$ cat src/rtl/tia_lfsr_counter_pkg.sv
// Shared definitions for the TIA LFSR timebase: the default HSYNC constants,
// the feedback and lock-up helpers, and the stage-source selector.
package tia_lfsr_counter_pkg;

    localparam logic [5:0] HS_RESET = 6'b000000;
    localparam logic [5:0] HS_WRAP  = 6'b010100;
    // Entry 0 is the least significant slice: SHS, RHS, RCB, END (lock-up pattern).
    localparam logic [23:0] HS_DECODES = {6'b111111, 6'b101101, 6'b110111, 6'b011100};

    typedef enum logic [2:0] {
        SEL_CLEAR  = 3'd0,
        SEL_LOCKUP = 3'd1,
        SEL_WRAP   = 3'd2,
        SEL_HOLD   = 3'd3,
        SEL_STEP   = 3'd4
    } next_sel_e;

    function automatic logic lfsr_feedback(input logic [15:0] state,
                                           input logic [3:0]  tap_a,
                                           input logic [3:0]  tap_b);
        return ~(state[tap_a] ^ state[tap_b]);
    endfunction

    // Bits above msb are forced to one so only the live width is compared.
    function automatic logic is_lockup(input logic [15:0] state,
                                       input logic [3:0]  msb);
        logic [15:0] mask;
        mask = 16'hFFFF >> (4'd15 - msb);
        return &(state | ~mask);
    endfunction

endpackage

$ cat src/rtl/tia_lfsr_counter_if.sv
// Phase-control inputs and counter outputs of the LFSR timebase, plus a
// direct state-load hook used to reach the otherwise unreachable lock-up state.
interface tia_lfsr_counter_if #(
    parameter int WIDTH       = 6,
    parameter int NUM_DECODES = 4
);
    logic                   s1_en;
    logic                   s2_en;
    logic                   clear;
    logic                   hold;
    logic                   tst_load;
    logic [WIDTH-1:0]       tst_value;
    logic [WIDTH-1:0]       out;
    logic                   wrap;
    logic [NUM_DECODES-1:0] decode;
    logic                   lockup;

    modport master (
        output s1_en, s2_en, clear, hold, tst_load, tst_value,
        input  out, wrap, decode, lockup
    );

    modport slave (
        input  s1_en, s2_en, clear, hold, tst_load, tst_value,
        output out, wrap, decode, lockup
    );
endinterface

$ cat src/rtl/tia_lfsr_decode.sv
// Comparator bank matching the staged LFSR state against a packed list of constants.
module tia_lfsr_decode
    import tia_lfsr_counter_pkg::*;
#(
    parameter int WIDTH       = 6,
    parameter int NUM_DECODES = 4,
    parameter logic [NUM_DECODES*WIDTH-1:0] DECODE_VALUES = HS_DECODES
) (
    input  logic [WIDTH-1:0]       i_stage,
    output logic [NUM_DECODES-1:0] o_match
);

    // One equality compare per decode entry.
    always_comb begin
        o_match = {NUM_DECODES{1'b0}};
        for (int i = 0; i < NUM_DECODES; i++) begin
            o_match[i] = (i_stage == DECODE_VALUES[i*WIDTH +: WIDTH]);
        end
    end

endmodule

$ cat src/rtl/tia_lfsr_counter.sv
// Two-phase LFSR counter: s1 computes the next state into a stage register,
// s2 commits it to the outputs together with wrap and decode flags.
module tia_lfsr_counter
    import tia_lfsr_counter_pkg::*;
#(
    parameter int WIDTH       = 6,
    parameter int TAP_A       = 1,
    parameter int TAP_B       = 0,
    parameter logic [15:0] RESET_VALUE = 16'(HS_RESET),
    parameter logic [15:0] WRAP_VALUE  = 16'(HS_WRAP),
    parameter int NUM_DECODES = 4,
    parameter logic [NUM_DECODES*WIDTH-1:0] DECODE_VALUES = HS_DECODES
) (
    input logic                clk,
    input logic                reset,
    tia_lfsr_counter_if.slave  bus
);

    localparam logic [WIDTH-1:0] RST_V = RESET_VALUE[WIDTH-1:0];
    localparam logic [WIDTH-1:0] WRP_V = WRAP_VALUE[WIDTH-1:0];
    localparam logic [3:0]       MSB   = 4'(WIDTH - 1);

    if (WIDTH < 3 || WIDTH > 16 || TAP_A == TAP_B || TAP_A >= WIDTH || TAP_B >= WIDTH ||
        NUM_DECODES < 1 || NUM_DECODES > 8) begin : g_bad_params
        $error("tia_lfsr_counter: illegal WIDTH/TAP/NUM_DECODES combination");
    end

    logic [WIDTH-1:0]       r_out;
    logic [WIDTH-1:0]       r_stage;
    logic                   r_staged_wrap;
    logic                   r_wrap;
    logic [NUM_DECODES-1:0] r_decode;
    logic                   r_lockup;

    next_sel_e              w_sel;
    logic [WIDTH-1:0]       w_next_stage;
    logic                   w_next_wrap;
    logic [NUM_DECODES-1:0] w_match;

    tia_lfsr_decode #(
        .WIDTH         (WIDTH),
        .NUM_DECODES   (NUM_DECODES),
        .DECODE_VALUES (DECODE_VALUES)
    ) u_decode (
        .i_stage (r_stage),
        .o_match (w_match)
    );

    // Priority: clear, lock-up recovery, terminal wrap (overrides hold), hold, step.
    always_comb begin
        w_sel        = SEL_STEP;
        w_next_stage = RST_V;
        w_next_wrap  = 1'b0;
        if (bus.clear) begin
            w_sel = SEL_CLEAR;
        end else if (is_lockup(16'(r_out), MSB)) begin
            w_sel = SEL_LOCKUP;
        end else if (r_out == WRP_V) begin
            w_sel = SEL_WRAP;
        end else if (bus.hold) begin
            w_sel = SEL_HOLD;
        end else begin
            w_sel = SEL_STEP;
        end
        case (w_sel)
            SEL_CLEAR:  w_next_stage = RST_V;
            SEL_LOCKUP: w_next_stage = RST_V;
            SEL_WRAP: begin
                w_next_stage = RST_V;
                w_next_wrap  = 1'b1;
            end
            SEL_HOLD:   w_next_stage = r_out;
            SEL_STEP:   w_next_stage = {lfsr_feedback(16'(r_out), 4'(TAP_A), 4'(TAP_B)),
                                        r_out[WIDTH-1:1]};
            default:    w_next_stage = RST_V;
        endcase
    end

    // Phase 1: stage the next state; the lock-up flag is sticky until reset.
    always_ff @(posedge clk or posedge reset) begin
        if (reset) begin
            r_stage       <= RST_V;
            r_staged_wrap <= 1'b0;
            r_lockup      <= 1'b0;
        end else if (bus.s1_en) begin
            r_stage       <= w_next_stage;
            r_staged_wrap <= w_next_wrap;
            r_lockup      <= r_lockup | (w_sel == SEL_LOCKUP);
        end else begin
            r_stage       <= r_stage;
            r_staged_wrap <= r_staged_wrap;
            r_lockup      <= r_lockup;
        end
    end

    // Phase 2: commit the stage; the load hook overwrites out only.
    always_ff @(posedge clk or posedge reset) begin
        if (reset) begin
            r_out    <= RST_V;
            r_wrap   <= 1'b0;
            r_decode <= {NUM_DECODES{1'b0}};
        end else if (bus.tst_load) begin
            r_out    <= bus.tst_value;
        end else if (bus.s2_en) begin
            r_out    <= r_stage;
            r_wrap   <= r_staged_wrap;
            r_decode <= w_match;
        end else begin
            r_out    <= r_out;
        end
    end

    assign bus.out    = r_out;
    assign bus.wrap   = r_wrap;
    assign bus.decode = r_decode;
    assign bus.lockup = r_lockup;

endmodule
$ cat src/flat_wrapper.sv
// flat-port wrapper written by rule: the top's interface ports become plain ports
module tia_lfsr_counter_flat import tia_lfsr_counter_pkg::*;
#(
    parameter int WIDTH       = 6,
    parameter int TAP_A       = 1,
    parameter int TAP_B       = 0,
    parameter logic [15:0] RESET_VALUE = 16'(HS_RESET),
    parameter logic [15:0] WRAP_VALUE  = 16'(HS_WRAP),
    parameter int NUM_DECODES = 4,
    parameter logic [NUM_DECODES*WIDTH-1:0] DECODE_VALUES = HS_DECODES
)
  (clk, reset, bus_s1_en, bus_s2_en, bus_clear, bus_hold, bus_tst_load, bus_tst_value, bus_out, bus_wrap, bus_decode, bus_lockup);
  tia_lfsr_counter_if #(.WIDTH(WIDTH), .NUM_DECODES(NUM_DECODES)) bus_i ();
  input logic clk;
  input logic reset;
  input wire logic [$bits(bus_i.s1_en)-1:0] bus_s1_en;
  input wire logic [$bits(bus_i.s2_en)-1:0] bus_s2_en;
  input wire logic [$bits(bus_i.clear)-1:0] bus_clear;
  input wire logic [$bits(bus_i.hold)-1:0] bus_hold;
  input wire logic [$bits(bus_i.tst_load)-1:0] bus_tst_load;
  input wire logic [$bits(bus_i.tst_value)-1:0] bus_tst_value;
  output wire logic [$bits(bus_i.out)-1:0] bus_out;
  output wire logic [$bits(bus_i.wrap)-1:0] bus_wrap;
  output wire logic [$bits(bus_i.decode)-1:0] bus_decode;
  output wire logic [$bits(bus_i.lockup)-1:0] bus_lockup;
  assign bus_i.s1_en = bus_s1_en;
  assign bus_i.s2_en = bus_s2_en;
  assign bus_i.clear = bus_clear;
  assign bus_i.hold = bus_hold;
  assign bus_i.tst_load = bus_tst_load;
  assign bus_i.tst_value = bus_tst_value;
  assign bus_out = bus_i.out;
  assign bus_wrap = bus_i.wrap;
  assign bus_decode = bus_i.decode;
  assign bus_lockup = bus_i.lockup;
  tia_lfsr_counter #(.WIDTH(WIDTH), .TAP_A(TAP_A), .TAP_B(TAP_B), .RESET_VALUE(RESET_VALUE), .WRAP_VALUE(WRAP_VALUE), .NUM_DECODES(NUM_DECODES), .DECODE_VALUES(DECODE_VALUES)) u_core (.clk(clk), .reset(reset), .bus(bus_i));
endmodule
$ cat config.mk
export PLATFORM = sky130hd
export DESIGN_NAME = tia_lfsr_counter_flat
export DESIGN_NICKNAME = d
export VERILOG_FILES = /design/src/rtl/tia_lfsr_counter_pkg.sv /design/src/rtl/tia_lfsr_counter_if.sv /design/src/rtl/tia_lfsr_decode.sv /design/src/rtl/tia_lfsr_counter.sv /design/src/flat_wrapper.sv
export SDC_FILE = /design/constraint.sdc
export NUM_CORES = 1
export LEC_CHECK = 0
export CAP_MARGIN = 20
export CELL_PAD_IN_SITES_DETAIL_PLACEMENT = 0
export CELL_PAD_IN_SITES_GLOBAL_PLACEMENT = 1
export CORE_ASPECT_RATIO = 0.7
export CORE_MARGIN = 2
export CORE_UTILIZATION = 40
export DETAILED_ROUTE_END_ITERATION = 16
export PLACE_DENSITY = 0.86
export SYNTH_ARGS = -nofsm -noshare
export SYNTH_HDL_FRONTEND = slang
export SYNTH_SLANG_ARGS = --single-unit
$ cat constraint.sdc
create_clock -name clk -period 3.2 [get_ports clk]
set_clock_uncertainty 0.2 [all_clocks]
set_input_delay 0.32 -clock clk [delete_from_list [all_inputs] [get_ports clk]]
set_output_delay 0.32 -clock clk [all_outputs]
set_load 0.01 [all_outputs]
=== Word level (Yosys, flattened, before mapping) ===
Index checks and enable logic that the tools add are counted.

* Add/sub/neg operators: 0
* Multipliers: 0
* Div/mod/pow operators: 0
* Order comparisons: 0
* Eq/ne operators: 9
* Shift-type cells: 0
* Multiplexer cells: 8
* Bitwise logic cells: 4
* Reduce and logical (&&, ||, !) cells: 3

{| class="wikitable"
|+ Operator list
! operator !! number
|-
| 6-bit equality test (second input constant) || 3
|-
| 6-bit by 5-bit equality test with 1-bit output (second input constant) || 2
|-
| 3-bit two-way mux || 4
|-
| 6-bit two-way mux || 2
|-
| 6-bit one-hot mux with 2 select lines || 1
|-
| 3-bit by 2-bit equality test with 1-bit output (second input constant) || 2
|-
| 6-bit AND reduction || 1
|-
| 3-bit by 1-bit equality test with 1-bit output (second input constant) || 1
|-
| 3-bit equality test (second input constant) || 1
|-
| 1-bit inverter || 2
|-
| 2-bit AND reduction || 1
|-
| 2-bit nonzero test || 1
|-
| 1-bit two-way mux || 1
|-
| 1-bit bitwise OR || 1
|-
| 1-bit bitwise XOR || 1
|}

* Bits in registers: 19
* Bits in latches: 0
* RAM bits: 0
* Bits in read-only memories: 0
* Output and inout bits: 12
* Memories: 0

=== Logic depth before layout (Yosys ltp) ===
* Depth in word-level cells: 6
* Gate-level depth with buffers: 5

=== Cells and area by module ===
From an unflattened synthesis, not the netlist that was laid out.

* Cell total of the unflattened synthesis: 95
* Area total of the unflattened synthesis: 991.0 sq um

{| class="wikitable"
|+ By module, submodules not included
! module !! times used !! cells each !! area an instance (sq um) !! seq. area each (sq um)
|-
| tia_lfsr_counter || 1 || 87 || 939.7 || 475.5
|-
| tia_lfsr_decode || 1 || 8 || 51.3 || 0.0
|}

=== Worst setup path before layout ===
OpenSTA, ideal clock, no wires.

* Path type: register to register
* Start point: reg u_core.r_out[0], in the netlist u_core.bus.out[0]
* End point: reg u_core.r_stage[4]
* Setup time: 0.110 ns
* Data arrival time: 1.171 ns
* Setup slack: 1.719 ns
* Stages on the path, launching flop included: 6
* Path buffers: 0
* Clock period less this slack: 1.481 ns
* Path through: dfrtp_1 -> inv_1 -> ha_1 -> nand3b_1 -> a21oi_1 -> o41ai_1

* Longest elaborated chain between the ends: 6

{| class="wikitable"
|+ RTL lines
! element !! line !! RTL
|-
| start: declaration || tia_lfsr_counter.sv:28 || <nowiki>logic [WIDTH-1:0] r_out;</nowiki>
|-
| start signal: assignment || tia_lfsr_counter.sv:103 || <nowiki>r_out <= bus.tst_value;</nowiki>
|-
| start signal: assignment || tia_lfsr_counter.sv:105 || <nowiki>r_out <= r_stage;</nowiki>
|-
| start signal: assignment || tia_lfsr_counter.sv:109 || <nowiki>r_out <= r_out;</nowiki>
|-
| 6-bit by 5-bit equality test with 1-bit output || tia_lfsr_counter.sv:58 || <nowiki>end else if (r_out == WRP_V) begin</nowiki>
|-
| 3-bit two-way mux || tia_lfsr_counter.sv:58 ||
|-
| 3-bit two-way mux (*) || tia_lfsr_counter.sv:56 || <nowiki>end else if (is_lockup(16'(r_out), MSB)) begin</nowiki>
|-
| 3-bit two-way mux (*) || tia_lfsr_counter.sv:54 || <nowiki>if (bus.clear) begin</nowiki>
|-
| 3-bit equality test or 3-bit by 2-bit equality test with 1-bit output (tied branches) || tia_lfsr_counter.sv:65 || <nowiki>case (w_sel)</nowiki>
|-
| 6-bit one-hot mux with 2 select lines (*) || tia_lfsr_counter.sv:65 ||
|-
| end signal: assignment || tia_lfsr_counter.sv:86 || <nowiki>r_stage <= w_next_stage;</nowiki>
|-
| end signal: assignment || tia_lfsr_counter.sv:90 || <nowiki>r_stage <= r_stage;</nowiki>
|-
| end: declaration || tia_lfsr_counter.sv:29 || <nowiki>logic [WIDTH-1:0] r_stage;</nowiki>
|}

Mark *: on every way between the ends. The rest lies on a longest branch, timed or not.
A chain may end at the register's enable or synchronous reset.

=== Worst setup path in the final report ===
* Start point: reg u_core.r_out[5], in the netlist u_core.bus.out[5]
* End point: out bus_out[5]

{| class="wikitable"
|+ RTL lines
! element !! line !! RTL
|-
| end: declaration || flat_wrapper.sv:22 || <nowiki>output wire logic [$bits(bus_i.out)-1:0] bus_out;</nowiki>
|}

No word-level cell between the ends.

==> flow_metrics.tcl <==
set metrics [dict create \
    die_y_um 46.71 \
    reg2reg_from "u_core.bus.out[1]" \
    path_class "flip-flop to primary output" \
    crit_chain "clkdlybuf4s50_1" \
    start_util_pct 42.39 \
    postCtsHoldBufs 0 \
    port_buffers 24 \
    whs_ns 0.2676 \
    fin_nets 138 \
    hold_violations 0 \
    antenna_found_initial 0 \
    max_slew_margin_pct 51.46 \
    slowest_stage "clkdlybuf4s50_1" \
    cp-end-kind "primary output" \
    clockBufferDepth 2 \
    reg2reg_slack_ns 1.59 \
    p_leak_nw 0.5754 \
    cts.repair.resized 0 \
    synth.distinct_cells 27 \
    yosysWarningCount 0 \
    cp_data_required_time_ns 2.68 \
    path_buf_inv 1 \
    firstDrtPassIters 4 \
    syn_avg_cell_area_um2 10.53 \
    worstPathMaxFanout 9 \
    rsz0062_at_grt "false" \
    netlist.top_cell.by_area "dfrtp_1" \
    fin_crit_ns 1.906 \
    path_depth 1 \
    fin_area_mm2 0.001326 \
    syn_area_mm2 0.001042 \
    crit_family "buffers and inverters" \
    num_vias 810 \
    grt_pass1_wl_um 3374 \
    seq_area_frac_synth_pct 45.62 \
    postCtsSetupBuffers 0 \
    core_mm2 0.002459 \
    postRouteAntennaNets 0 \
    cts_sinks 19 \
    r2r_end "u_core.r_staged_wrap" \
    grt_usage_pct 15.81 \
    cp-start-kind "flip-flop" \
    n_antenna_cell 0 \
    setup_violations 0 \
    synth_top_cell_area_share_pct 45.62 \
    fp-row-count 15 \
    powerDensity_mw_per_mm2 415.1 \
    insertion_delay_ns 0.26 \
    die_area_mm2 0.003036 \
    post_dp_cell_area_mm2 0.001280 \
    synthTopCellsByArea "dfrtp_1 (46%), mux2i_1 (6.7%), nand2_1 (6.5%)" \
    grt_max_degree 20 \
    ioPinCount 25 \
    worst_pin_slew_ns 0.7273 \
    wl_per_cell_um 14.24 \
    cts-root-buf "clkbuf_8" \
    hold_path_class "flip-flop to flip-flop" \
    drc 0 \
    viasPerCell 5.192 \
    layout-drive-gt1-share_pct 14.75 \
    cts_buffers 3 \
    dp_hpwl_um 1649 \
    crit_end "bus_out[5]" \
    gp_congestion 0.7956 \
    maxSlewViolCount 0 \
    cts_tree "done" \
    synth_cells 99 \
    min_period_over_period_pct 59.56 \
    cts_max_level 1 \
    r2r.worst_path.cells 5 \
    grt_pass1_vias 717 \
    tns_ns 0 \
    syn_nets 114 \
    grt_overflow 0 \
    drt_iter0_drc 42 \
    synth_seq_cells 19 \
    area_growth_pct 27.25 \
    startpoint "u_core.bus.out[5]" \
    chipWidth_um 65.01 \
    status "finished clean" \
    max_freq_mhz 524.7 \
    max-cap-violations 0 \
    crit_path_max_incr_delay_ns 0.60 \
    ir_worst_vdd_v 0.0002585 \
    totalWireLength_um 2222 \
    crit_arrival_ns 1.39 \
    path_clk_slew_ns 0.08 \
]
[state kept, by name, summed over array words and instances (netlist names)]
| name | count |
|---|---|
| u_core.bus.lockup | 1 |
| u_core.bus.out | 6 |
| u_core.r_staged_wrap | 1 |
| u_core.r_stage | 6 |
| u_core.bus.decode | 4 |
| u_core.bus.wrap | 1 |
[metrics by stage]
stage,instances,setup slack [ns],util (%),power [mW]
6_report,156,1.294,53.94,0.5505
5_1_grt,156,1.254,53.94,0.5753
4_1_cts,156,1.286,53.94,0.5562
3_5_place_dp,152,1.225,52.06,0.3868
3_3_place_gp,152,1.251,52.06,0.3859
2_1_floorplan,99,1.719,-,0.3413
[metal layers]
metal	GRT usage, %	routed length [um]	vias up
met3	5.134	186	6
met1	20.69	1069	379
li1	-	-	397
met4	7.917	42	0
met2	24.12	923	28
met5	0	0	-
[synth_stat cells (all sizes together)]
library cell and number:
dfrtp 19, nand2 18, inv 8, mux2i 7, nor2 6, o21ai 6, o41ai 6, a21oi 4
buf 4, mux2 3, nand3b 3, ha 2, o31ai 2, a22o 1, a32o 1, clkbuf 1
nand2b 1, nand3 1, nor3 1, nor3b 1, nor4b 1, o21bai 1, o32ai 1, or3 1
[area by class of cell]
cell class              instances  area [um^2]
clock inverters                 1        5.005
repair buffers                 24        240.2
fillers                       241         1132
well taps                      34        42.54
flip-flops and latches         19        475.5
multi-input cells              67        491.7
clock buffers                   3        41.29
inverters                       8        30.03
[how the worst min path moves through the flow]
stage / startpoint / to / slack, ns / depth (start not counted)
after global placement: u_core.bus.lockup / u_core.bus.lockup / 0.24 / 2
after detailed placement: u_core.bus.lockup / u_core.bus.lockup / 0.26 / 2
final: u_core.bus.lockup / u_core.bus.lockup / 0.27 / 2
after CTS: u_core.bus.lockup / u_core.bus.lockup / 0.28 / 2
after global routing: u_core.bus.lockup / u_core.bus.lockup / 0.30 / 2
after floorplan: reset / u_core.bus.decode[0] / 0.07 / 1
[cells by family (layout without fill, tap and decap cells)]
kind of cell	count (synthesis)	after routing	synth area share, %
mux	10	10	9.964
flops	19	19	45.62
simple gates	33	33	16.69
fa+ha+maj	2	2	2.401
compound gates	22	22	18.13
buf+inv	13	36	7.203
[layout by cell type (no fill, tap or decap)]
cell             Yosys  routed
clkdlybuf4s50_1      0      24
dfrtp_1             19      19
nand2_1             18      18
inv_1                7       7
mux2i_1              7       7
nor2_1               6       6
o21ai_0              6       6
o41ai_1              4       4
a21oi_1              4       4
nand3b_1             3       3
mux2_2               3       3
clkbuf_8             0       3
o41ai_2              2       2
o31ai_2              2       2
ha_1                 2       2
nor4b_1              1       1
nand3_2              1       1
o21bai_4             1       1
nor3b_2              1       1
inv_2                1       1
o32ai_1              1       1
nand2b_2             1       1
or3_4                1       1
nor3_2               1       1
a32o_1               1       1
a22o_1               1       1
clkinv_2             0       1
[power by group]
part           internal (mW)  switching (mW)  leakage (nW)
combinational         0.0524          0.0455         0.304
clock                 0.0866          0.0819        0.0255
sequential             0.256          0.0285         0.246
total                  0.395           0.156         0.575
Note: power is estimated with default switching activity, not from simulation.
